<file path="src/rtl/rans_pkg.sv">
// Shared FSM encoding and width helpers for the rANS stream encoder.
package rans_pkg;

  typedef enum logic [2:0] {
    ST_IDLE,
    ST_RENORM,
    ST_DIVIDE,
    ST_UPDATE,
    ST_FLUSH
  } rans_state_e;

  // Lower bound L of the normalised state interval.
  function automatic logic [63:0] rans_lower_bound(input int unsigned state_w,
                                                   input int unsigned out_w);
    return 64'd1 << (state_w - out_w);
  endfunction

  function automatic int unsigned rans_chunk_count(input int unsigned state_w,
                                                   input int unsigned out_w);
    return state_w / out_w;
  endfunction

  function automatic int unsigned rans_xmax_width(input int unsigned state_w);
    return state_w + 1;
  endfunction

endpackage

</file>
<file path="src/rtl/rans_divider.sv">
// Serial restoring divider: one quotient bit per cycle, done on the final iteration.
module rans_divider #(
  parameter int unsigned DIVIDEND_WIDTH = 32,
  parameter int unsigned DIVISOR_WIDTH  = 11
) (
  input  logic                      clk,
  input  logic                      rst_n,
  input  logic                      start,
  input  logic [DIVIDEND_WIDTH-1:0] dividend,
  input  logic [DIVISOR_WIDTH-1:0]  divisor,
  output logic                      done,
  output logic [DIVIDEND_WIDTH-1:0] quotient,
  output logic [DIVISOR_WIDTH-1:0]  remainder
);

  localparam int unsigned CW = $clog2(DIVIDEND_WIDTH);

  logic                     busy;
  logic [CW-1:0]            cnt;
  logic [DIVISOR_WIDTH-1:0] dvs;
  logic [DIVISOR_WIDTH:0]   trial;
  logic                     ge;

  // Dividend bits shift out of the top of quotient as quotient bits shift in.
  always_comb begin
    trial = {remainder, quotient[DIVIDEND_WIDTH-1]};
    ge    = (trial >= {1'b0, dvs});
  end

  // Results are final on the edge that ends the done cycle.
  assign done = busy && (cnt == CW'(DIVIDEND_WIDTH - 1));

  always_ff @(posedge clk) begin
    if (!rst_n) begin
      busy      <= 1'b0;
      cnt       <= '0;
      dvs       <= '0;
      quotient  <= '0;
      remainder <= '0;
    end else if (start && !busy) begin
      busy      <= 1'b1;
      cnt       <= '0;
      dvs       <= divisor;
      quotient  <= dividend;
      remainder <= '0;
    end else if (busy) begin
      quotient  <= {quotient[DIVIDEND_WIDTH-2:0], ge};
      remainder <= ge ? DIVISOR_WIDTH'(trial - {1'b0, dvs}) : trial[DIVISOR_WIDTH-1:0];
      cnt       <= cnt + 1'b1;
      if (done) busy <= 1'b0;
    end
  end

endmodule

</file>
<file path="src/rtl/rans_stream_encoder.sv">
// Streaming rANS encoder: programmable freq/cumul tables, renorm chunk output, flush on last.
module rans_stream_encoder
  import rans_pkg::*;
#(
  parameter int unsigned SYMBOL_WIDTH = 4,
  parameter int unsigned LOG_M        = 10,
  parameter int unsigned STATE_WIDTH  = 32,
  parameter int unsigned OUT_WIDTH    = 8
) (
  input  logic                    clk,
  input  logic                    rst_n,
  input  logic                    cfg_we,
  input  logic [SYMBOL_WIDTH-1:0] cfg_sym,
  input  logic [LOG_M:0]          cfg_freq,
  input  logic [LOG_M-1:0]        cfg_cumul,
  input  logic                    in_valid,
  output logic                    in_ready,
  input  logic [SYMBOL_WIDTH-1:0] in_symbol,
  input  logic                    in_last,
  output logic                    out_valid,
  input  logic                    out_ready,
  output logic [OUT_WIDTH-1:0]    out_data,
  output logic                    out_last,
  output logic                    err
);

  localparam int unsigned NUM_SYMBOLS = 2 ** SYMBOL_WIDTH;
  localparam int unsigned XW          = rans_xmax_width(STATE_WIDTH);
  localparam int unsigned NCHUNK      = rans_chunk_count(STATE_WIDTH, OUT_WIDTH);
  localparam int unsigned CW          = $clog2(NCHUNK);
  localparam logic [STATE_WIDTH-1:0] L_VAL = STATE_WIDTH'(rans_lower_bound(STATE_WIDTH, OUT_WIDTH));
  localparam logic [XW-1:0]    X_UNIT     = XW'(L_VAL >> LOG_M) << OUT_WIDTH;
  localparam logic [CW-1:0]    LAST_CHUNK = CW'(NCHUNK - 1);

  rans_state_e state, next_state;

  logic [LOG_M:0]           freq_tab  [NUM_SYMBOLS];
  logic [LOG_M-1:0]         cumul_tab [NUM_SYMBOLS];
  logic [LOG_M:0]           lookup_f, sym_f;
  logic [LOG_M-1:0]         lookup_c, sym_c;
  logic                     sym_last;
  logic [STATE_WIDTH-1:0]   x;
  logic [XW-1:0]            x_max;
  logic [CW-1:0]            chunk_idx;
  logic                     div_start, div_done;
  logic [STATE_WIDTH-1:0]   div_q;
  logic [LOG_M:0]           div_r;

  // Combinational table read sees the pre-write entry when cfg_we and a symbol share a cycle.
  assign lookup_f = freq_tab[in_symbol];
  assign lookup_c = cumul_tab[in_symbol];
  assign x_max    = X_UNIT * XW'(sym_f);
  assign out_data = out_valid ? x[OUT_WIDTH-1:0] : '0;

  rans_divider #(
    .DIVIDEND_WIDTH (STATE_WIDTH),
    .DIVISOR_WIDTH  (LOG_M + 1)
  ) u_divider (
    .clk       (clk),
    .rst_n     (rst_n),
    .start     (div_start),
    .dividend  (x),
    .divisor   (sym_f),
    .done      (div_done),
    .quotient  (div_q),
    .remainder (div_r)
  );

  always_comb begin
    next_state = state;
    in_ready   = 1'b0;
    out_valid  = 1'b0;
    out_last   = 1'b0;
    div_start  = 1'b0;
    case (state)
      ST_IDLE: begin
        in_ready = rst_n;
        if (in_valid && rst_n && (lookup_f != '0)) next_state = ST_RENORM;
      end
      ST_RENORM: begin
        if ({1'b0, x} >= x_max) begin
          out_valid = rst_n;
        end else begin
          div_start  = 1'b1;
          next_state = ST_DIVIDE;
        end
      end
      ST_DIVIDE: if (div_done) next_state = ST_UPDATE;
      ST_UPDATE: next_state = sym_last ? ST_FLUSH : ST_IDLE;
      ST_FLUSH: begin
        out_valid = rst_n;
        out_last  = rst_n && (chunk_idx == LAST_CHUNK);
        if (out_ready && out_last) next_state = ST_IDLE;
      end
      default: next_state = ST_IDLE;
    endcase
  end

  always_ff @(posedge clk) begin
    if (!rst_n) begin
      state     <= ST_IDLE;
      x         <= L_VAL;
      sym_f     <= '0;
      sym_c     <= '0;
      sym_last  <= 1'b0;
      chunk_idx <= '0;
      err       <= 1'b0;
      for (int unsigned i = 0; i < NUM_SYMBOLS; i++) begin
        freq_tab[i]  <= '0;
        cumul_tab[i] <= '0;
      end
    end else begin
      state <= next_state;
      case (state)
        ST_IDLE: begin
          if (cfg_we) begin
            freq_tab[cfg_sym]  <= cfg_freq;
            cumul_tab[cfg_sym] <= cfg_cumul;
          end
          if (in_valid) begin
            if (lookup_f == '0) begin
              err <= 1'b1;
            end else begin
              sym_f    <= lookup_f;
              sym_c    <= lookup_c;
              sym_last <= in_last;
            end
          end
        end
        ST_RENORM: if (out_valid && out_ready) x <= x >> OUT_WIDTH;
        ST_UPDATE: begin
          x         <= (div_q << LOG_M) + STATE_WIDTH'(div_r) + STATE_WIDTH'(sym_c);
          chunk_idx <= '0;
        end
        ST_FLUSH: begin
          if (out_ready) begin
            x         <= out_last ? L_VAL : (x >> OUT_WIDTH);
            chunk_idx <= chunk_idx + 1'b1;
          end
        end
        default: ;
      endcase
    end
  end

endmodule
</file>
<file path="config.mk">
export PLATFORM = sky130hd
export DESIGN_NAME = rans_stream_encoder
export DESIGN_NICKNAME = d
export VERILOG_FILES = /design/src/rtl/rans_pkg.sv /design/src/rtl/rans_divider.sv /design/src/rtl/rans_stream_encoder.sv
export SDC_FILE = /design/constraint.sdc
export NUM_CORES = 1
export LEC_CHECK = 0
export ABC_AREA = 0
export CAP_MARGIN = 0
export CORE_MARGIN = 3
export CORE_UTILIZATION = 44
export DETAILED_ROUTE_END_ITERATION = 12
export GPL_TIMING_DRIVEN = 0
export PLACE_DENSITY = 0.7
export SETUP_SLACK_MARGIN = 0.05
export SYNTH_ARGS = -nofsm -noshare
export SYNTH_HDL_FRONTEND = slang
export SYNTH_SLANG_ARGS = --single-unit
</file>
<file path="constraint.sdc">
create_clock -name clk -period 3.27 [get_ports clk]
set_clock_uncertainty 0.05 [all_clocks]
set_input_delay 0.327 -clock clk [delete_from_list [all_inputs] [get_ports clk]]
set_output_delay 0.327 -clock clk [all_outputs]
set_load 0.02 [all_outputs]
</file>
# == Word-level counts from Yosys, hierarchy flattened ==
# Memory sizes are Yosys's and may differ from the RTL's. A register that Yosys moved wholly into a read port is not among the register bits.
# Cells that the tools add are included.
# word_totals
mem_bits_rw,336
out_inout_bits,12
inputBits,35
regBits,110
wordCells,93
memories,2
# op_classes
n_bitwise,2
eq_ne,12
addsub,5
mux,36
n_reduce_logical,23
n_lt_le_gt_ge,2
# memory_table
memory,depth,width,rd,rd_clocked_by_memory_dff,write_ports,line_no,source
freq_tab,16,11,1,0,16,rans_stream_encoder.sv:37,logic [LOG_M:0] freq_tab [NUM_SYMBOLS];
cumul_tab,16,10,1,1,16,rans_stream_encoder.sv:38,logic [LOG_M-1:0] cumul_tab [NUM_SYMBOLS];
# op_table
operator,count
2-to-1 mux 32 bit,4
one-hot mux 32 bit (3 select lines),1
>= comparator 32 x 33 -> 1 bit,1
adder 32 x 10 -> 32 bit,1
adder 32 x 11 -> 32 bit,1
2-to-1 mux 25 bit,1
2-to-1 mux 11 bit,2
2-to-1 mux 1 bit,15
2-to-1 mux 3 bit,5
one-hot mux 3 bit (5 select lines),1
>= comparator 12 x 11 -> 1 bit,1
inequality test 2 bit (second input constant),6
zero test 11 bit,1
nonzero test 11 bit,1
OR reduction 11 bit,1
subtractor 11 bit,1
2-to-1 mux 10 bit,1
OR reduction 10 bit,1
AND reduction 3 bit,3
2-to-1 mux 4 bit,2
2-to-1 mux 8 bit,1
logical AND 1 bit,7
equality test 3 x 2 -> 1 bit (second input constant),2
adder 5 x 1 -> 5 bit (second input constant),1
16 further kinds,19

# == Longest topological paths before layout ==
# depth
ltp_word,6
depth_mapped,13
depth_no_buf,11

# == Cells and area by module ==
# From an unflattened synthesis, not the netlist that was laid out.
# hier_totals
cells_unflattened,1752
area_unflattened_um2,21952.3
# by_module_without_submodules
module,cells_per_inst,instances,seq_area_each_um2,area_per_inst_um2
rans_stream_encoder,1367,1,11290.8,18706.7
rans_divider,385,1,1201.2,3245.6

# == Worst setup path after synthesis ==
# Ideal clock, no wire load.
# synth_timing
kind,flip-flop to flip-flop
from,register state[2]
to,"memory cumul_tab[8][0], enable pin"
path_stages_with_launch,8
synth_period_minus_slack_ps,3858
n_path_buf,2
t_arrival_ps,3380
required_time_ps,2792
setup_time_ps,428
slack_ps,-588
path_cell_list,dfxtp_1 -> clkbuf_1 -> nand2b_1 -> nor3_1 -> nand2_1 -> or3_1 -> clkbuf_1 -> o21ai_0
# synth_rtl
item,line_no,source
"start, declared",rans_stream_encoder.sv:35,"rans_state_e state, next_state;"
"start signal, assigned",rans_stream_encoder.sv:113,state <= next_state;
"end, declared",rans_stream_encoder.sv:38,

# == Worst setup path after layout ==
# layout_timing
from,register x[22]
to,output out_data[5]
# layout_between
elab_chain_cells,4
# layout_lines
item,line_no,source
"start, declared",rans_stream_encoder.sv:42,logic [STATE_WIDTH-1:0] x;
"start signal, assigned",rans_stream_encoder.sv:130,ST_RENORM: if (out_valid && out_ready) x <= x >> OUT_WIDTH;
"start signal, assigned",rans_stream_encoder.sv:132,x <= (div_q << LOG_M) + STATE_WIDTH'(div_r) + STATE_WIDTH'(sym_c);
"start signal, assigned",rans_stream_encoder.sv:137,x <= out_last ? L_VAL : (x >> OUT_WIDTH);
>= comparator 32 x 33 -> 1 bit,rans_stream_encoder.sv:81,"if ({1'b0, x} >= x_max) begin"
2-to-1 mux 1 bit,rans_stream_encoder.sv:81,
one-hot mux 1 bit (2 select lines),rans_stream_encoder.sv:75,case (state)
2-to-1 mux 8 bit,rans_stream_encoder.sv:53,assign out_data = out_valid ? x[OUT_WIDTH-1:0] : '0;
"end, declared",rans_stream_encoder.sv:22,"output logic [OUT_WIDTH-1:0] out_data,"
# Every way passes these cells.

==> flow_summary.toml <==
[sta]
drv_slew = 0
setup_ws_ns = -0.0939
rsz0062_at_grt = "yes"
worst_pin_slew_ns = 1.39
finalSetupViolCount = 8
clock.fmax_ghz = 0.297
maxSlewHeadroom = 0.0625
finalCritPeriodShare = 1.03
min_period_ns = 3.36
hold_viol = 0

[global_routing]
grt_pass1_vias = 15200
grt_max_degree = 22
grt_pass1_wl_mm = 95.1
antenna_found_initial = 3
grt_usage = 0.241
grt_remaining_overflow = 0

[route]
wl_per_cell_um = 24.7
ant_nets = 0
wl_mm = 63.8
vias_per_cell = 5.90
drc = 0
vias = 15300
drtIter0Drc = 1761
firstDrtPassIters = 6

[worst_setup_path]
crit_fanout = 2
critPathKind = "flop to output port"
worst_path_largest_cell_delay_ns = 0.47
cpMaxStageDelayCell = "or4b_4"
ff2ff_path_depth = 13
r2r_end = "u_divider.quotient[26]"
crit_buf_inv = 4
reg2reg_from = "sym_f[4]"
cp-end-kind = "output port"
crit_family = "simple AND/OR/NAND/NOR gates"
crit_chain = "inv_2 -> ha_4 -> or4b_4 -> nor4_4 -> a21oi_2 -> a21oi_2 -> a21oi_2 -> nor3_4 -> buf_4 -> buf_6 -> and2_4 -> buf_6"
startpoint_type = "flop"
r2r_slack_ns = 0.03
required_ns = 2.89
cpMostUsedCell = "a21oi_2"
cp-startpoint = "x[22]"
cp.arrival_ns = 2.99

[logic_synthesis]
synth_top_cell_area_share = 0.459
synth_ff_type = "edfxtp_1"
syn_nets = 1829
ys_seq_area_frac = 0.569
synth_edf_count = 336
yosysWarnings = 0
yosysMostFrequentCell = "and2_1"
synth-seq-cells = 456
netlist-cell-type-count = 67
avgSynthCellArea_um2 = 12.5
synth_area_mm2 = 0.0220
yosys-top-cells-area = "edfxtp_1, dfxtp_1, and2_1"
syn_inst = 1757
synth_common_cells = "and2_1, edfxtp_1, dfxtp_1, clkbuf_1, mux4_2"
synthArstFlopShare = 0
yosysTopAreaCell = "edfxtp_1"

[final_layout]
drive_gt1_frac = 0.164
layout.cells.non_filler = 2588
fin_nets = 1953
area_growth_syn_to_layout_pct = 16.9

[placed_design]
gp_congestion = 0.922
place_inst = 2476
port_buffers = 44
hpwl_mm = 43.0

[die]
fp-row-count = 81
start_util = 0.447
dieArea_mm2 = 0.0526
ios = 47
core_mm2 = 0.0492
die_w_um = 229
die_height_um = 229

[power]
vdd_ir_drop_max_mv = 0.437
p_total_mw = 15.1
power_density_mw_per_mm2 = 587
power.leakage_nw = 9.23

[cts]
cts-root-buf = "clkbuf_16"
clk_path_buf_depth = 3
path_clk_slew_ns = 0.06
cts.htree.levels = 2
clock_latency_ns = 0.60
cts_buffers = 49
clkSinkCount = 456
cts_tree = "yes"

[outcome]
outcome = "finished, violations left"
violations = "negative setup slack"

[hold_path]
hold_path_class = "input port to flop"
min_path_cells = 3
hold_end = "sym_last"
hold_path.startpoint = "in_last"

[run]
cap_violations = 0
==> how the worst max path moves through the flow <==
| stage | endpoint | slack (ns) | depth (start not counted) |
|---|---|---|---|
| CTS | out_data[5] | -0.16 | 13 |
| global placement | cumul_tab[7][4] | -3.05 | 5 |
| finish | out_data[5] | -0.09 | 12 |
| detailed placement | cumul_tab[1][4] | -1.21 | 6 |
| global route | out_data[4] | -0.18 | 13 |
| floorplan | cumul_tab[9][0] | -0.38 | 5 |
==> cells by family after synthesis <==
group	Yosys count	share of synthesized area
XOR/XNOR	28	0.0112
adder cells (fa/ha/maj)	37	0.0218
flip-flops	456	0.569
buffers and inverters	181	0.0336
AO/OA/AOI/OAI	278	0.0832
AND/OR/NAND/NOR	643	0.165
multiplexers	134	0.116
==> registers in the layout, indices dropped and copies added (netlist names) <==
register	count
freq_tab	176
cumul_tab	160
u_divider.quotient	32
x	32
sym_f	11
u_divider.dvs	11
u_divider.remainder	11
sym_c	10
u_divider.cnt	5
state	3
chunk_idx	2
err	1
sym_last	1
u_divider.busy	1
==> per-stage QoR <==
stage | TNS (ns) | setup slack, ns | area, um2 | utilization | hold WS, ns
6_report | -0.384 | -0.0939 | 25700 | 0.522 | 0.388
5_1_grt | -1.42 | -0.183 | 25700 | 0.522 | 0.385
4_1_cts | -0.347 | -0.159 | 25500 | 0.519 | 0.354
3_5_place_dp | -485.81 | -1.21 | 23700 | 0.482 | 0.408
3_3_place_gp | -863.89 | -3.05 | 23200 | 0.473 | 0.408
2_1_floorplan | -56.07 | -0.383 | 22000 | - | 0.381
==> cell type report <==
| type | instances | area, um2 |
|---|---|---|
| Fill cell | 4117 | 23500 |
| Sequential cell | 456 | 12500 |
| Multi-Input combinational cell | 1122 | 9110 |
| Clock buffer | 67 | 1330 |
| Timing Repair Buffer | 72 | 896 |
| Tap cell | 664 | 831 |
| Buffer | 137 | 614 |
| Clock inverter | 23 | 215 |
| Inverter | 43 | 161 |
| Antenna cell | 4 | 10.0 |
==> what timing repair did <==
action                                  in CTS  in global routing
endpoints found under the setup margin     738                281
gates resized for setup                     95                 47
hold buffers                                 0                  0
setup buffers                               11                  6
pin swaps                                   11                  5
cloned                                       2                  0
==> where the power goes <==
group	switching [mW]	internal (mW)	leakage, nW	total, mW
sequential	0.319	6.59	4.45	6.91
combinational	1.67	1.11	4.02	2.79
clock	2.35	3.03	0.758	5.39
total	4.34	10.7	9.23	15.1
==> per-layer routing <==
layer	routed length, um	global-route usage	vias to the layer above
li1	-	-	6767
met1	24700	0.310	7539
met2	30500	0.393	763
met3	5990	0.0570	182
met4	2640	0.100	6
met5	35	0	-
==> tightest hold or removal path, cell delays in order <==
cell and delay, ns:
clkdlybuf4s50_1 0.49, nand3_1 0.10, o21ai_0 0.07
==> placed cells by master, fill, tap and decap left out, drive strengths merged, types with 4 or more instances in the layout <==
| cell | netlist | routed |
|---|---|---|
| and2 | 350 | 350 |
| edfxtp | 336 | 336 |
| clkbuf | 106 | 176 |
| dfxtp | 120 | 120 |
| mux4 | 97 | 97 |
| o21ai | 78 | 78 |
| nor2 | 69 | 69 |
| buf | 32 | 65 |
| nand2 | 60 | 60 |
| a21oi | 58 | 58 |
| nand3 | 55 | 55 |
| inv | 43 | 45 |
| mux2i | 35 | 35 |
| ha | 35 | 35 |
| clkdlybuf4s50 | 0 | 34 |
| nor3 | 32 | 33 |
| a22oi | 24 | 24 |
| o31ai | 23 | 23 |
| a211oi | 20 | 20 |
| clkinv | 0 | 18 |
| nand2b | 15 | 16 |
| xnor2 | 15 | 15 |
| a311oi | 15 | 15 |
| nand4 | 14 | 14 |
| xor2 | 13 | 13 |
| nor2b | 12 | 12 |
| a31oi | 11 | 11 |
| nor4 | 10 | 10 |
| a21o | 9 | 9 |
| and3 | 7 | 7 |
| o21a | 5 | 5 |
| diode | 0 | 4 |
| a211o | 4 | 4 |
| or3 | 4 | 4 |
Note: power is estimated with default switching activity, not from simulation.
